## src/rtl/dac_pkg.sv

```systemverilog
// Shared defaults and helpers for the DAC feeder datapath.
package dac_pkg;

    localparam int DAC_RES_DEFAULT       = 7;
    localparam int DAC_HOLD_LOG2_DEFAULT = 8;

    typedef logic [DAC_RES_DEFAULT:0] dac_code_t;

    function automatic int dac_midscale(input int res);
        return 1 << res;
    endfunction

endpackage

```

## src/rtl/dac_sample_fifo.sv

```systemverilog
// Synchronous FIFO with an occupancy counter; reads are combinational from the head entry.
module dac_sample_fifo #(
    parameter int WIDTH = 8,
    parameter int DEPTH = 16
) (
    input  logic                       clk,
    input  logic                       reset,
    input  logic                       push,
    input  logic                       pop,
    input  logic [WIDTH-1:0]           wdata,
    output logic [WIDTH-1:0]           rdata,
    output logic [$clog2(DEPTH+1)-1:0] level,
    output logic                       full,
    output logic                       empty
);

    localparam int AW = $clog2(DEPTH);
    localparam int LW = $clog2(DEPTH+1);

    logic [WIDTH-1:0] mem [DEPTH];
    logic [AW-1:0]    wr_ptr;
    logic [AW-1:0]    rd_ptr;
    logic             do_push;
    logic             do_pop;

    assign full    = (level == LW'(DEPTH));
    assign empty   = (level == '0);
    assign do_push = push && !full;
    assign do_pop  = pop && !empty;
    assign rdata   = mem[rd_ptr];

    // Storage carries no reset; only pointers and occupancy define validity.
    always_ff @(posedge clk) begin
        if (do_push) begin
            mem[wr_ptr] <= wdata;
        end
    end

    // DEPTH is a power of two, so pointers wrap naturally at AW bits.
    always_ff @(posedge clk) begin
        if (reset) begin
            wr_ptr <= '0;
            rd_ptr <= '0;
            level  <= '0;
        end else begin
            if (do_push) begin
                wr_ptr <= wr_ptr + AW'(1);
            end
            if (do_pop) begin
                rd_ptr <= rd_ptr + AW'(1);
            end
            case ({do_push, do_pop})
                2'b10:   level <= level + LW'(1);
                2'b01:   level <= level - LW'(1);
                default: level <= level;
            endcase
        end
    end

endmodule

```

## src/rtl/dac_sample_feeder.sv

```systemverilog
// Paces buffered samples onto the DAC input, one per 2**HOLD_LOG2 clocks, flagging underruns.
// Optional underrun counter output is enabled by defining DAC_FEEDER_UNDERRUN_CNT_EN.
module dac_sample_feeder
    import dac_pkg::*;
#(
    parameter int RES       = DAC_RES_DEFAULT,
    parameter int DEPTH     = 16,
    parameter int HOLD_LOG2 = DAC_HOLD_LOG2_DEFAULT
) (
    input  logic                       clk,
    input  logic                       reset,
    input  logic                       enable,
    input  logic [RES:0]               s_data,
    input  logic                       s_valid,
    output logic                       s_ready,
    output logic [RES:0]               dac_code,
    output logic                       sample_tick,
    output logic                       underrun,
    input  logic                       clr_underrun,
    output logic [$clog2(DEPTH+1)-1:0] level
`ifdef DAC_FEEDER_UNDERRUN_CNT_EN
    ,
    output logic [15:0]                underrun_cnt
`endif
);

    localparam int           MID_INT = dac_midscale(RES);
    localparam logic [RES:0] MID     = MID_INT[RES:0];

    logic [HOLD_LOG2-1:0] pcnt;
    logic [RES:0]         head;
    logic                 full;
    logic                 empty;
    logic                 push;
    logic                 tc;
    logic                 pop;
    logic                 underrun_evt;

    assign s_ready      = !full;
    assign push         = s_valid && s_ready;
    assign tc           = enable && (pcnt == '1);
    assign pop          = tc && !empty;
    assign underrun_evt = tc && empty;

    dac_sample_fifo #(
        .WIDTH (RES+1),
        .DEPTH (DEPTH)
    ) u_fifo (
        .clk   (clk),
        .reset (reset),
        .push  (push),
        .pop   (pop),
        .wdata (s_data),
        .rdata (head),
        .level (level),
        .full  (full),
        .empty (empty)
    );

    always_ff @(posedge clk) begin
        if (reset || !enable) begin
            pcnt <= '0;
        end else begin
            pcnt <= pcnt + HOLD_LOG2'(1);
        end
    end

    // Reset to midscale so the analog output does not step when the DAC starts.
    always_ff @(posedge clk) begin
        if (reset) begin
            dac_code    <= MID;
            sample_tick <= 1'b0;
            underrun    <= 1'b0;
        end else begin
            sample_tick <= pop;
            if (pop) begin
                dac_code <= head;
            end
            if (underrun_evt) begin
                underrun <= 1'b1;
            end else if (clr_underrun) begin
                underrun <= 1'b0;
            end
        end
    end

`ifdef DAC_FEEDER_UNDERRUN_CNT_EN
    // A clear coinciding with a new underrun restarts the count at one.
    always_ff @(posedge clk) begin
        if (reset) begin
            underrun_cnt <= '0;
        end else if (underrun_evt) begin
            if (clr_underrun) begin
                underrun_cnt <= 16'd1;
            end else if (underrun_cnt != 16'hFFFF) begin
                underrun_cnt <= underrun_cnt + 16'd1;
            end
        end else if (clr_underrun) begin
            underrun_cnt <= '0;
        end
    end
`endif

endmodule

```

## config.mk

```make
export PLATFORM = sky130hd
export DESIGN_NAME = dac_sample_feeder
export DESIGN_NICKNAME = d
export VERILOG_FILES = /design/src/rtl/dac_pkg.sv /design/src/rtl/dac_sample_fifo.sv /design/src/rtl/dac_sample_feeder.sv
export SDC_FILE = /design/constraint.sdc
export NUM_CORES = 1
export LEC_CHECK = 0
export BUFFER_PORTS_ARGS = -buffer_cell sky130_fd_sc_hd__buf_2
export CAP_MARGIN = 30
export CORE_UTILIZATION = 52
export CTS_CLUSTER_SIZE = 28
export DETAILED_ROUTE_END_ITERATION = 8
export PLACE_DENSITY = 0.69
export SYNTH_ARGS = -nofsm -noshare
export SYNTH_HDL_FRONTEND = slang
export SYNTH_SLANG_ARGS = --single-unit
```

## constraint.sdc

```tcl
create_clock -name clk -period 3.3 [get_ports clk]
set_input_delay 0.66 -clock clk [delete_from_list [all_inputs] [get_ports clk]]
set_output_delay 0.66 -clock clk [all_outputs]
set_load 0.05 [all_outputs]
```

==> results.yml <==
outcome:
  status: "finished, final reports clean"
floorplan:
  die_x_um: 113
  core_mm2: 0.0120
  start_util_pct: 53.3
  dieArea_mm2: 0.0128
  num_io_pins: 29
  fp.dieH_um: 113
  rows: 40
critical_path:
  worstRegToRegCells: 9
  cp_max_fo: 6
  start_kind: "register"
  max_stage_delay_ns: 0.58
  cp-end-kind: "register"
  crit_family: "adder cells"
  cp_cell_sequence: "or4_4, o2111ai_4, inv_2, ha_1, fa_1, a21o_1, a21oi_1, mux2i_1, mux2_2"
  crit_required_ns: 3.62
  cp_slowest_cell: "or4_4"
  arrival_ns: 3.38
  crit_type: "register to register"
  path_depth: 9
  crit_buf_inv: 1
routing:
  drtAntennaViolNets: 0
  first_pass_iters: 4
  vias_per_cell: 5.78
  vias: 3329
  wl_um: 11700
  wl_per_cell_um: 20.3
  drtIter0Drc: 224
  drc_errors: 0
clock_network:
  cts_hold_buf: 0
  clk-insertion-delay-late_ns: 0.43
  path_clk_slew_ns: 0.06
  htreeDepth: 4
  post_cts_resized: 0
  cts_tree: "built"
  clock_sinks: 159
  cts_made_buffers: 17
  cts-root-buf: "clkbuf_16"
  clk_path_buf_depth: 2
  postCtsSetupBuffers: 0
synth:
  async_flop_share_pct: 0
  synth_xor_area_share_pct: 1.64
  netlist_instances: 369
  ys_types: 42
  synth_compound_gate_area_share_pct: 4.04
  synth_top_family_by_area: "multiplexers"
  synth_top_area_share_pct: 60.0
  synth_common_cells: "edfxtp_1, nor2_1, dfxtp_1, mux4_2, mux2i_1"
  avgSynthCellArea_um2: 17.4
  ys_seq_area_share_pct: 69.7
  synth.most_common_cell: "edfxtp_1"
  synth-main-ff-cell: "edfxtp_1"
  synthAdderAreaFrac_pct: 2.27
  synth-simple-area-share_pct: 6.40
  synth_warnings: 0
  syn-num-nets: 393
  synth_edf_count: 128
  syn_area_mm2: 0.00641
  synth-seq-cells: 159
  synth.area.mux_share_pct: 14.1
  yosysTopAreaCell: "edfxtp_1"
  yosys-top-cells-area: "edfxtp_1, mux4_2, dfxtp_1, mux2i_1, nor2_1"
min_path:
  hold_path_class: "register to register"
  min_path_cells: 1
global_routing:
  grt_pass1_wl_um: 18400
  grt-ovfl-total: 0
  grtUsageMet3_pct: 5.78
  grt_usage_pct: 20.5
  antenna_found_initial: 0
  grt_pass1_vias: 3378
  grt_use_met2_pct: 32.4
  grt.busiest_layer: "met2"
  grt_use_met1_pct: 27.1
  grt_max_degree: 29
pwr:
  vdd_drop_max_v: 0.000576
  p_total_uw: 4390
  p_per_area_mw_per_mm2: 592
  p_leak_uw: 0.00251
finish:
  areaGrowthSynthToFinish_pct: 15.7
  nets: 440
  layout-drive-gt1-share_pct: 29.1
  diodes: 0
  fillCellCount: 859
sta:
  period_needed_ns: 3.06
  tns_ns: 0
  fin_skew_ns: 0.0110
  hold_violations: 0
  drv_slew: 0
  min_period_over_period_pct: 92.8
  setup_viol: 0
  slew_headroom_pct: 41.5
  rsz0062_at_grt: "no"
  max_freq_ghz: 0.327
  tightest_slew_ns: 0.876
job:
  maxCapViolations: 0
placed_design:
  finalWeightedCongestion: 0.795
  place_hpwl_um: 7340
  io_buffers: 28
[layout make-up]
type	count	area (um^2)	share of cell area (%)
Sequential cell	159	4470	60.2
Multi-Input combinational cell	184	1820	24.6
Clock buffer	20	437	5.89
Timing Repair Buffer	47	295	3.98
Tap cell	147	184	2.48
Clock inverter	12	183	2.46
Inverter	7	26.3	0.354
[worst reg2reg max path, stage by stage (launching register included)]
cell,delay [ns]
dfxtp_1,0.37
or4_4,0.58
o2111ai_4,0.22
inv_2,0.11
ha_1,0.30
fa_1,0.43
a21o_1,0.19
a21oi_1,0.20
mux2i_1,0.22
mux2_2,0.34
[worst paths after layout]
check                        from              end  slack [ns]
hold / removal            pcnt[0]          pcnt[0]        0.45
hold reg to reg           pcnt[0]          pcnt[0]        0.45
setup reg to reg  u_fifo.level[1]  u_fifo.level[4]        0.24
setup / recovery  u_fifo.level[1]  u_fifo.level[4]        0.24
[layout by cell type, fill, tap and decap left out, types with 6 or more instances in the layout]
cell type    n
a21oi_1      9
buf_2       28
buf_4       18
clkbuf_16   17
dfxtp_1     30
edfxtp_1   128
ha_1        10
inv_1        6
mux2i_1     17
mux4_2      30
nand2_1     11
nand3b_1     8
nor2_1      35
o221ai_2     7
xnor2_1      6
xor2_1       6
[state kept, by name, indices dropped and copies added (netlist names)]
name / cells
u_fifo.wr_ptr: 4
underrun: 1
u_fifo.rd_ptr: 4
sample_tick: 1
u_fifo.level: 5
dac_code: 8
u_fifo.mem: 128
pcnt: 8
[per-layer routing]
metal / wire, um / share of wire [%] / up-vias
met5: 0 / 0 / -
met4: 219 / 1.9 / 0
met3: 734 / 6.3 / 20
met2: 5740 / 49 / 93
met1: 4970 / 43 / 1683
li1: - / - / 1533
[cells by family (layout without fill, tap and decap cells)]
family | Yosys count | after routing
and+or+nand+nor | 80 | 80
adders and majority gates | 11 | 11
muxes | 52 | 52
buffers and inverters | 26 | 86
DFF | 159 | 159
xor gates and xnor gates | 12 | 12
AOI/OAI and AO/OA | 29 | 29
[where the power goes]
| group | internal (uW) | switching [uW] |
|---|---|---|
| Combinational | 47.2 | 86.3 |
| Clock | 1270 | 780 |
| Sequential | 2190 | 11.7 |
| Total | 3510 | 878 |
[stage by stage]
step | instances | hold slack (ns) | setup WS [ns] | utilization (%) | instance area, um^2
floorplan | 369 | 0.418 | 0.0847 | - | 6410
global placement | 544 | 0.429 | 0.318 | 56.6 | 6790
detailed placement | 544 | 0.442 | 0.252 | 56.6 | 6790
CTS | 576 | 0.451 | 0.245 | 61.7 | 7410
global route | 576 | 0.475 | 0.115 | 61.7 | 7410
finish | 576 | 0.450 | 0.238 | 61.7 | 7410
(Power assumes the default switching activity.)
